[config.mk]
export PLATFORM = sky130hd
export DESIGN_NAME = pkt_flow_stats_flat
export DESIGN_NICKNAME = d
export VERILOG_FILES = /design/src/rtl/pkt_flow_stats_pkg.sv /design/src/rtl/pkt_flow_stats_if.sv /design/src/rtl/pkt_flow_stats_parser.sv /design/src/rtl/pkt_flow_stats.sv /design/src/flat_wrapper.sv
export SDC_FILE = /design/constraint.sdc
export NUM_CORES = 2
export LEC_CHECK = 0
export CAP_MARGIN = 20
export CELL_PAD_IN_SITES_DETAIL_PLACEMENT = 0
export CELL_PAD_IN_SITES_GLOBAL_PLACEMENT = 1
export CORE_ASPECT_RATIO = 0.5
export CORE_MARGIN = 2
export CORE_UTILIZATION = 38
export DETAILED_ROUTE_END_ITERATION = 12
export HOLD_SLACK_MARGIN = 0.02
export PLACE_DENSITY = 0.64
export SLEW_MARGIN = 20
export SYNTH_ARGS = -nofsm -noshare
export SYNTH_HDL_FRONTEND = slang
export SYNTH_SLANG_ARGS = --single-unit
[constraint.sdc]
create_clock -name clk_i -period 8.45 [get_ports clk_i]
set_input_delay 2.1125 -clock clk_i [delete_from_list [all_inputs] [get_ports clk_i]]
set_output_delay 2.1125 -clock clk_i [all_outputs]
set_load 0.02 [all_outputs]
[src/rtl/pkt_flow_stats_pkg.sv]
// Shared types and helpers for the per-flow packet statistics block.
package pkt_flow_stats_pkg;

    localparam int PKT_CNT_W      = 32;
    localparam int BYTE_CNT_W     = 48;
    localparam int LEN_W          = 16;
    localparam int ERR_CNT_W      = 16;
    // Flow ids travel between parser and top zero-extended to this width.
    localparam int FLOW_IDX_MAX_W = 16;

    typedef struct packed {
        logic [PKT_CNT_W-1:0]  pkt_cnt;
        logic [BYTE_CNT_W-1:0] byte_cnt;
    } flow_stat_t;

    typedef struct packed {
        logic [FLOW_IDX_MAX_W-1:0] flow_num;
        logic [LEN_W-1:0]          len;
    } commit_t;

    // Index width for n flows; a single flow still gets a 1-bit index.
    function automatic int flow_idx_w(input int n);
        return (n <= 1) ? 1 : $clog2(n);
    endfunction

    // Packet length accumulation clamps at the 16-bit maximum.
    function automatic logic [LEN_W-1:0] len_sat_add(input logic [LEN_W-1:0] a,
                                                     input logic [LEN_W-1:0] b);
        logic [LEN_W:0] s;
        s = {1'b0, a} + {1'b0, b};
        return s[LEN_W] ? '1 : s[LEN_W-1:0];
    endfunction

    function automatic logic [ERR_CNT_W-1:0] err_sat_inc(input logic [ERR_CNT_W-1:0] c);
        return (c == '1) ? c : c + ERR_CNT_W'(1);
    endfunction

endpackage

[src/rtl/pkt_flow_stats_if.sv]
// Packet stream bundle: generator drives the master side, stats sink is the slave.
interface pkt_flow_stats_if #(
    parameter int DATA_W  = 64,
    parameter int FLOW_W  = 4,
    parameter int EMPTY_W = 3
);
    logic [DATA_W-1:0]  data;
    logic               sop;
    logic               eop;
    logic [EMPTY_W-1:0] empty;
    logic [FLOW_W-1:0]  flow_num;
    logic               valid;
    logic               ready;

    modport master (output data, sop, eop, empty, flow_num, valid, input ready);
    modport slave  (input data, sop, eop, empty, flow_num, valid, output ready);
endinterface

[src/rtl/pkt_flow_stats_parser.sv]
// SOP/EOP framing FSM: accumulates packet length, counts framing errors and
// emits one registered commit per completed packet.
//
//  state  | meaning
//  IDLE   | between packets, expecting an SOP beat
//  IN_PKT | inside a packet, accumulating length for flow_q
module pkt_flow_stats_parser
    import pkt_flow_stats_pkg::*;
#(
    parameter int DATA_W  = 64,
    parameter int FLOW_W  = 4,
    parameter int EMPTY_W = 3
) (
    input  logic                 clk_i,
    input  logic                 rst_i,
    input  logic                 beat_acc_i,
    input  logic                 sop_i,
    input  logic                 eop_i,
    input  logic [EMPTY_W-1:0]   empty_i,
    input  logic [FLOW_W-1:0]    flow_num_i,
    output logic                 commit_valid_o,
    output commit_t              commit_o,
    output logic [ERR_CNT_W-1:0] err_sop_cnt_o,
    output logic [ERR_CNT_W-1:0] err_stray_cnt_o
);

    localparam int BPB = DATA_W / 8;

    typedef enum logic {IDLE, IN_PKT} state_t;

    state_t            state;
    logic [LEN_W-1:0]  len_q;
    logic [FLOW_W-1:0] flow_q;
    logic [LEN_W-1:0]  beat_len;
    logic [LEN_W-1:0]  len_sum;

    // Bytes carried by the current beat and the running length including it.
    always_comb begin
        beat_len = eop_i ? (LEN_W'(BPB) - LEN_W'(empty_i)) : LEN_W'(BPB);
        len_sum  = len_sat_add(len_q, beat_len);
    end

    // Framing FSM; an SOP always starts a fresh packet, abandoning any open one.
    always_ff @(posedge clk_i) begin
        if (rst_i) begin
            state           <= IDLE;
            len_q           <= '0;
            flow_q          <= '0;
            commit_valid_o  <= 1'b0;
            commit_o        <= '0;
            err_sop_cnt_o   <= '0;
            err_stray_cnt_o <= '0;
        end else begin
            commit_valid_o <= 1'b0;
            if (beat_acc_i) begin
                if (sop_i) begin
                    if (state == IN_PKT)
                        err_sop_cnt_o <= err_sat_inc(err_sop_cnt_o);
                    if (eop_i) begin
                        commit_valid_o <= 1'b1;
                        commit_o       <= '{flow_num: FLOW_IDX_MAX_W'(flow_num_i), len: beat_len};
                        state          <= IDLE;
                    end else begin
                        flow_q <= flow_num_i;
                        len_q  <= beat_len;
                        state  <= IN_PKT;
                    end
                end else if (state == IDLE) begin
                    err_stray_cnt_o <= err_sat_inc(err_stray_cnt_o);
                end else if (eop_i) begin
                    commit_valid_o <= 1'b1;
                    commit_o       <= '{flow_num: FLOW_IDX_MAX_W'(flow_q), len: len_sum};
                    state          <= IDLE;
                end else begin
                    len_q <= len_sum;
                end
            end
        end
    end

endmodule

[src/rtl/pkt_flow_stats.sv]
// Per-flow packet/byte counters fed by the framing parser, with a one-cycle
// read port. Define PKT_FLOW_STATS_CLR_ON_RD_EN to make reads clear the
// addressed flow's counters.
module pkt_flow_stats
    import pkt_flow_stats_pkg::*;
#(
    parameter  int FLOW_CNT       = 16,
    parameter  int DATA_W         = 64,
    localparam int FLOW_CNT_WIDTH = flow_idx_w(FLOW_CNT),
    localparam int EMPTY_W        = $clog2(DATA_W / 8)
) (
    input  logic                      clk_i,
    input  logic                      rst_i,
    pkt_flow_stats_if.slave           pkt,
    input  logic [FLOW_CNT_WIDTH-1:0] rd_addr_i,
    input  logic                      rd_req_i,
    output logic                      rd_valid_o,
    output logic [PKT_CNT_W-1:0]      rd_pkt_cnt_o,
    output logic [BYTE_CNT_W-1:0]     rd_byte_cnt_o,
    output logic [ERR_CNT_W-1:0]      err_sop_cnt_o,
    output logic [ERR_CNT_W-1:0]      err_stray_cnt_o
);

    logic       ready_q;
    logic       commit_valid;
    commit_t    commit;
    flow_stat_t stats_q [FLOW_CNT];
    flow_stat_t stats_d [FLOW_CNT];

    // The sink never stalls; ready only drops while in reset.
    always_ff @(posedge clk_i) begin
        if (rst_i) ready_q <= 1'b0;
        else       ready_q <= 1'b1;
    end

    assign pkt.ready = ready_q;

    pkt_flow_stats_parser #(
        .DATA_W  (DATA_W),
        .FLOW_W  (FLOW_CNT_WIDTH),
        .EMPTY_W (EMPTY_W)
    ) u_parser (
        .clk_i           (clk_i),
        .rst_i           (rst_i),
        .beat_acc_i      (pkt.valid & ready_q),
        .sop_i           (pkt.sop),
        .eop_i           (pkt.eop),
        .empty_i         (pkt.empty),
        .flow_num_i      (pkt.flow_num),
        .commit_valid_o  (commit_valid),
        .commit_o        (commit),
        .err_sop_cnt_o   (err_sop_cnt_o),
        .err_stray_cnt_o (err_stray_cnt_o)
    );

    // Next counter values: optional clear-on-read first, then the commit adds on
    // top, so a read and commit to the same flow in one cycle keep the increment.
    always_comb begin
        for (int i = 0; i < FLOW_CNT; i++) begin
            stats_d[i] = stats_q[i];
`ifdef PKT_FLOW_STATS_CLR_ON_RD_EN
            if (rd_req_i && (rd_addr_i == FLOW_CNT_WIDTH'(i)))
                stats_d[i] = '0;
`endif
            if (commit_valid && (commit.flow_num == FLOW_IDX_MAX_W'(i))) begin
                stats_d[i].pkt_cnt  = stats_d[i].pkt_cnt + PKT_CNT_W'(1);
                stats_d[i].byte_cnt = stats_d[i].byte_cnt + BYTE_CNT_W'(commit.len);
            end
        end
    end

    // Counter storage, updated every cycle from registered state so
    // back-to-back commits to one flow both land.
    always_ff @(posedge clk_i) begin
        for (int i = 0; i < FLOW_CNT; i++) begin
            if (rst_i) stats_q[i] <= '0;
            else       stats_q[i] <= stats_d[i];
        end
    end

    // Read port returns the value held before any commit landing this cycle.
    always_ff @(posedge clk_i) begin
        if (rst_i) begin
            rd_valid_o    <= 1'b0;
            rd_pkt_cnt_o  <= '0;
            rd_byte_cnt_o <= '0;
        end else begin
            rd_valid_o <= rd_req_i;
            if (rd_req_i) begin
                rd_pkt_cnt_o  <= stats_q[rd_addr_i].pkt_cnt;
                rd_byte_cnt_o <= stats_q[rd_addr_i].byte_cnt;
            end
        end
    end

endmodule

[src/flat_wrapper.sv]
// flat-port wrapper written by rule: the top's interface ports become plain ports
module pkt_flow_stats_flat import pkt_flow_stats_pkg::*;
#(
    parameter  int FLOW_CNT       = 16,
    parameter  int DATA_W         = 64,
    localparam int FLOW_CNT_WIDTH = flow_idx_w(FLOW_CNT),
    localparam int EMPTY_W        = $clog2(DATA_W / 8)
)
  (clk_i, rst_i, rd_addr_i, rd_req_i, rd_valid_o, rd_pkt_cnt_o, rd_byte_cnt_o, err_sop_cnt_o, err_stray_cnt_o, pkt_data, pkt_sop, pkt_eop, pkt_empty, pkt_flow_num, pkt_valid, pkt_ready);
  pkt_flow_stats_if #(.DATA_W(DATA_W), .FLOW_W(4), .EMPTY_W(3)) pkt_i ();
  input  logic clk_i;
  input  logic rst_i;
  input  logic [FLOW_CNT_WIDTH-1:0] rd_addr_i;
  input  logic rd_req_i;
  output logic rd_valid_o;
  output logic [PKT_CNT_W-1:0] rd_pkt_cnt_o;
  output logic [BYTE_CNT_W-1:0] rd_byte_cnt_o;
  output logic [ERR_CNT_W-1:0] err_sop_cnt_o;
  output logic [ERR_CNT_W-1:0] err_stray_cnt_o;
  input wire logic [$bits(pkt_i.data)-1:0] pkt_data;
  input wire logic [$bits(pkt_i.sop)-1:0] pkt_sop;
  input wire logic [$bits(pkt_i.eop)-1:0] pkt_eop;
  input wire logic [$bits(pkt_i.empty)-1:0] pkt_empty;
  input wire logic [$bits(pkt_i.flow_num)-1:0] pkt_flow_num;
  input wire logic [$bits(pkt_i.valid)-1:0] pkt_valid;
  output wire logic [$bits(pkt_i.ready)-1:0] pkt_ready;
  assign pkt_i.data = pkt_data;
  assign pkt_i.sop = pkt_sop;
  assign pkt_i.eop = pkt_eop;
  assign pkt_i.empty = pkt_empty;
  assign pkt_i.flow_num = pkt_flow_num;
  assign pkt_i.valid = pkt_valid;
  assign pkt_ready = pkt_i.ready;
  pkt_flow_stats #(.FLOW_CNT(FLOW_CNT), .DATA_W(DATA_W)) u_core (.clk_i(clk_i), .rst_i(rst_i), .pkt(pkt_i), .rd_addr_i(rd_addr_i), .rd_req_i(rd_req_i), .rd_valid_o(rd_valid_o), .rd_pkt_cnt_o(rd_pkt_cnt_o), .rd_byte_cnt_o(rd_byte_cnt_o), .err_sop_cnt_o(err_sop_cnt_o), .err_stray_cnt_o(err_stray_cnt_o));
endmodule
Yosys cells after proc, flatten, opt, wreduce, memory -nomap -nowiden

Memories as Yosys holds them, arrays and structs flattened. A register that Yosys moved wholly into a read port is not among the register bits.
Cells that the tools add are included.

Add/sub/neg operators: 36
Equality and inequality tests: 17
Muxes and demuxes: 51
Bitwise operators: 23
Reductions and logical operators: 24

Operators by type and width:

| operator              | count |
|---|---|
| $mux 80               | 32 |
| $add 48x16->48        | 16 |
| $add 32x1->32 const B | 16 |
| $eq 16x4->1 const B   | 8 |
| $mux 32               | 4 |
| $mux 16               | 6 |
| $eq 16x3->1 const B   | 4 |
| $add 16x1->16 const B | 2 |
| $eq 16x16->1 const B  | 2 |
| $eq 16x2->1 const B   | 2 |
| $add 16x16->17        | 1 |
| $eq 16x1->1 const B   | 1 |
| $logic_and 1x1->1     | 16 |
| $logic_not 16->1      | 1 |
| $or 1x1->1            | 16 |
| $mux 1                | 9 |
| $reduce_and 3->1      | 3 |
| $reduce_and 4->1      | 2 |
| $not 1->1             | 6 |
| $sub 4x3->5 const A   | 1 |
| $reduce_bool 2->1     | 1 |
| $reduce_or 2->1       | 1 |
| $and 1x1->1           | 1 |

Flip-flop bits (word level): 88
Bits in writable memories: 1,280
Input port bits: 81
Output and inout bits: 114
Logic and storage cells: 162
Memories kept: 1

Memory list:

| memory         | words | width | read ports | clocked after memory_dff | wr ports | RTL line             | text |
|---|---|---|---|---|---|---|---|
| u_core.stats_q | 16    | 80    | 17         | 1                        | 16       | pkt_flow_stats.sv:27 | `flow_stat_t stats_q [FLOW_CNT];` |

Longest topological paths before layout

Depth after elaboration: 7
Mapped depth: 13

Modules after synthesis

From an unflattened synthesis, not the netlist that was laid out.

Cells, all modules: 9,310
Area total of the unflattened synthesis: 82,132.5 um2

Modules (own cells, without submodules):

| module                | instances | cells each | area each (um2) |
|---|---|---|---|
| pkt_flow_stats        | 1         | 8,856      | 78,298.8 |
| pkt_flow_stats_parser | 1         | 454        | 3,833.7 |

Worst setup path after synthesis

OpenSTA, ideal clock, no wires.

Kind: input -> register
Start: in rd_addr_i[0]
End: reg u_core.rd_pkt_cnt_o[5] (read register of u_core.stats_q)
Arrival: 4.263 ns
Required time: 8.322 ns
Slack: 4.060 ns
Cell stages on the path: 7
Path buffers: 3
Cells stage by stage: clkbuf_1 clkbuf_1 buf_1 mux4_2 mux4_2 mux2i_1 nor2_1

RTL lines:

| item        | RTL line             | text |
|---|---|---|
| from (decl) | flat_wrapper.sv:13   | `input logic [FLOW_CNT_WIDTH-1:0] rd_addr_i;` |
| to (decl)   | pkt_flow_stats.sv:18 | `output logic [PKT_CNT_W-1:0] rd_pkt_cnt_o,` |

==> metrics.yaml <==
drt:
  first_pass_iters: 6
  drt_iter0_markers: 5066
  viasPerCell: 5.53
  routed-via-count: 67000
  totalWireLength_um: 252000
  remaining_drc_errors: 0
  routedWlPerCell_um: 20.8
  ant_nets: 0
sta:
  worst_slack_ps: 3580
  period_share_pct: 57.7
  fmaxAchievable_mhz: 205
  hold_slack_ps: 468
  grt_setup_unrepaired: "false"
  setup_total_negative_slack_ps: 0
  fin_crit_ps: 4870
  final_count_of_negative_setup_slack_endpoints: 0
  timing.final.max_slew_violations: 0
  clock-skew-final_ps: 46.2
  relSlewSlack_pct: 25.2
  finalHoldViolCount: 0
  max_slew.worst_pin.slew_ps: 1120
clock_network:
  ctsLongestPathBuffers: 4
  clock_insertion_delay_worst_skew_ps: 820
  post-cts-setup-buffers: 0
  worst_setup_hold_path_clk_slew_ps: 60
  numClockSinks: 1436
  post_cts_resize_count: 0
  cts_hold_repair.buffers: 0
  htree_levels: 4
  total_cts_buffers: 157
  clk_root_buffer_cell: "sky130_fd_sc_hd__clkbuf_16"
  cts_tree: "built"
synth:
  syn_avg_cell_area_um2: 8.80
  yosys_warnings: 0
  synth.lib_cells_used.distinct: 93
  share_of_flip_flops_with_an_asynchronous_set_or_reset_after_synthesis_pct: 0
  syn_area_um2: 81100
  syn_nets: 9586
  sequential_fraction_of_the_synthesis_area_pct: 35.5
  ys_dominant_reg_cell: "sky130_fd_sc_hd__dfxtp_1"
  synth_enable_flop_cells: 0
  synth_seq_cells: 1436
  postSynthCellCount: 9209
run:
  timing.max_cap.violations: 0
cells_and_area:
  syn_to_final_growth_pct: 11.3
  post_layout_nonfiller_instances: 12100
  post_route_cells_drive_above_1_share_pct: 9.36
  nets: 9547
power_and_ir_drop:
  vdd.ir_drop.worst_uv: 108
  p_leak_nw: 31.9
  power.density_cell_area_nw_per_um2: 156
worst_setup_path:
  critical_path_class: "reg -> reg"
  crit_path_end_kind: "register"
  crit_fanout: 17
  worstPathArrival_ps: 5610
  cp_data_required_time_ps: 9180
  startpoint_type: "register"
  timing.reg2reg.worst_path_depth: 7
  reg2reg_setup_slack_ps: 3580
placement:
  routabilityCongestion: 0.833
  detailedPlace.worstSlack_ps: 3010
  portBuffers: 130
  place_inst: 11900
  dp_hpwl_um: 184000
global_routing:
  antenna_found_initial: 18
  grt.total_usage_pct: 22.7
  wire_length_of_the_first_global_routing_pass_um: 387000
  grt_start_max_net_pins: 199
  grt_pass1_vias: 63200
  globalRouteOverflowTotal: 0
floorplan:
  floorplan.die_area_um2: 217000
  initial_utilization_pct: 38.4
  ios: 195
  placementRows: 119
  die_boundary_width_um: 657
  core_area_um2: 211000
  fp.dieH_um: 331
hold_path:
  min-delay-path-class: "reg -> reg"
  worstHoldPathCells: 2
status:
  run_status: "finished, final reports clean"
where the power goes:
group / switching (mW) / leakage [nW] / internal [mW]
combinational: 0.291 / 17.9 / 0.125
sequential: 0.00650 / 11.6 / 6.77
clock: 2.97 / 2.38 / 3.89
total: 3.26 / 31.9 / 10.8
registers in the layout, summed over array words and instances (netlist names):
signal	count
u_core.u_parser.commit_o	20
u_core.pkt.ready	1
u_core.u_parser.err_stray_cnt_o	16
u_core.u_parser.state	1
u_core.rd_byte_cnt_o	48
u_core.rd_valid_o	1
u_core.rd_pkt_cnt_o	32
u_core.u_parser.commit_valid_o	1
u_core.u_parser.err_sop_cnt_o	16
u_core.u_parser.flow_q	4
u_core.stats_q	1280
u_core.u_parser.len_q	16
metrics by stage:
stage	total power, mW	util, %	area (um2)
floorplan	7.24	-	81100
global placement	7.36	40.4	85300
detailed placement	7.35	40.4	85300
CTS	14.2	42.7	90200
global route	14.5	42.7	90200
finish	14.1	42.7	90200
worst max-delay path: stages, from the launching register on:
cell and delay [ps]:
sky130_fd_sc_hd__dfxtp_1 1030, sky130_fd_sc_hd__nand2b_1 690, sky130_fd_sc_hd__nor2_2 390, sky130_fd_sc_hd__nand3_1 780, sky130_fd_sc_hd__nor2_1 640, sky130_fd_sc_hd__o2111ai_1 510
sky130_fd_sc_hd__or4_1 560, sky130_fd_sc_hd__a21oi_1 180
cell usage after synthesis, types with 30 or more instances:
library cell | instances | area [um2]
sky130_fd_sc_hd__or4_1 | 31 | 233
sky130_fd_sc_hd__and4_1 | 63 | 552
sky130_fd_sc_hd__xnor2_1 | 489 | 4280
sky130_fd_sc_hd__nor2_1 | 1255 | 4710
sky130_fd_sc_hd__nor4_1 | 58 | 363
sky130_fd_sc_hd__a21oi_1 | 646 | 3230
sky130_fd_sc_hd__mux2i_1 | 93 | 931
sky130_fd_sc_hd__o31ai_1 | 35 | 263
sky130_fd_sc_hd__o21bai_1 | 30 | 225
sky130_fd_sc_hd__buf_1 | 40 | 150
sky130_fd_sc_hd__nand4_1 | 199 | 1240
sky130_fd_sc_hd__and2_1 | 53 | 332
sky130_fd_sc_hd__nor3_1 | 191 | 956
sky130_fd_sc_hd__mux4_2 | 400 | 9010
sky130_fd_sc_hd__or3_1 | 200 | 1250
sky130_fd_sc_hd__inv_1 | 166 | 623
sky130_fd_sc_hd__a21o_1 | 91 | 683
sky130_fd_sc_hd__a211oi_1 | 104 | 781
sky130_fd_sc_hd__clkbuf_1 | 385 | 1450
sky130_fd_sc_hd__o21ai_0 | 299 | 1500
sky130_fd_sc_hd__nand2_1 | 1034 | 3880
sky130_fd_sc_hd__o21a_1 | 45 | 338
sky130_fd_sc_hd__nor2b_1 | 69 | 432
sky130_fd_sc_hd__o211ai_1 | 46 | 345
sky130_fd_sc_hd__dfxtp_1 | 1436 | 28700
sky130_fd_sc_hd__nand3_1 | 378 | 1890
sky130_fd_sc_hd__ha_1 | 279 | 3490
sky130_fd_sc_hd__xor2_1 | 478 | 4190
sky130_fd_sc_hd__and3_1 | 213 | 1330
sky130_fd_sc_hd__mux2_2 | 34 | 383
cell families after synthesis:
family	after synthesis	share of synthesized area, %
AOI/OAI and AO/OA	1473	10.9
xor gates and xnor gates	967	10.4
adders and majority gates	296	4.73
buffers and inverters	613	2.89
DFF	1436	35.5
muxes	527	12.7
and+or+nand+nor	3897	22.8
final cells by class:
class / instances / area (um2)
Timing Repair Buffer: 248 / 2330
Multi-Input combinational cell: 7160 / 50000
Clock buffer: 234 / 4600
Fill cell: 20900 / 121000
Inverter: 167 / 628
Tap cell: 2843 / 3560
Sequential cell: 1436 / 28700
Clock inverter: 21 / 253
Antenna cell: 1 / 2.50
per-layer routing:
metal | routed length (um) | GRT usage, %
met4 | 5290 | 4.93
met5 | 0 | 0
met3 | 12300 | 2.90
met2 | 111000 | 36.0
met1 | 123000 | 33.0
cell usage in the layout (no fill, tap or decap), types with 45 or more instances in the layout:
cell type / count
sky130_fd_sc_hd__dfxtp_1: 1435
sky130_fd_sc_hd__nor2_1: 1247
sky130_fd_sc_hd__nand2_1: 1034
sky130_fd_sc_hd__a21oi_1: 645
sky130_fd_sc_hd__xnor2_1: 489
sky130_fd_sc_hd__xor2_1: 478
sky130_fd_sc_hd__mux4_2: 400
sky130_fd_sc_hd__nand3_1: 378
sky130_fd_sc_hd__o21ai_0: 299
sky130_fd_sc_hd__ha_1: 279
sky130_fd_sc_hd__and3_1: 213
sky130_fd_sc_hd__or3_1: 200
sky130_fd_sc_hd__nand4_1: 199
sky130_fd_sc_hd__nor3_1: 189
sky130_fd_sc_hd__inv_1: 166
sky130_fd_sc_hd__clkbuf_16: 160
sky130_fd_sc_hd__clkdlybuf4s50_1: 124
sky130_fd_sc_hd__buf_4: 109
sky130_fd_sc_hd__a211oi_1: 103
sky130_fd_sc_hd__mux2i_1: 93
sky130_fd_sc_hd__a21o_1: 91
sky130_fd_sc_hd__nor2b_1: 68
sky130_fd_sc_hd__and4_1: 63
sky130_fd_sc_hd__nor4_1: 58
sky130_fd_sc_hd__and2_1: 53
sky130_fd_sc_hd__o211ai_1: 46
sky130_fd_sc_hd__o21a_1: 45
path summary, 6_finish.rpt:
check / start / end
hold reg to reg: u_core.stats_q[13][14] / u_core.stats_q[13][14]
hold / removal: u_core.stats_q[13][14] / u_core.stats_q[13][14]
setup reg to reg: u_core.u_parser.commit_o[16] / u_core.stats_q[5][47]
setup / recovery: u_core.u_parser.commit_o[16] / u_core.stats_q[5][47]
(Power assumes the default switching activity.)
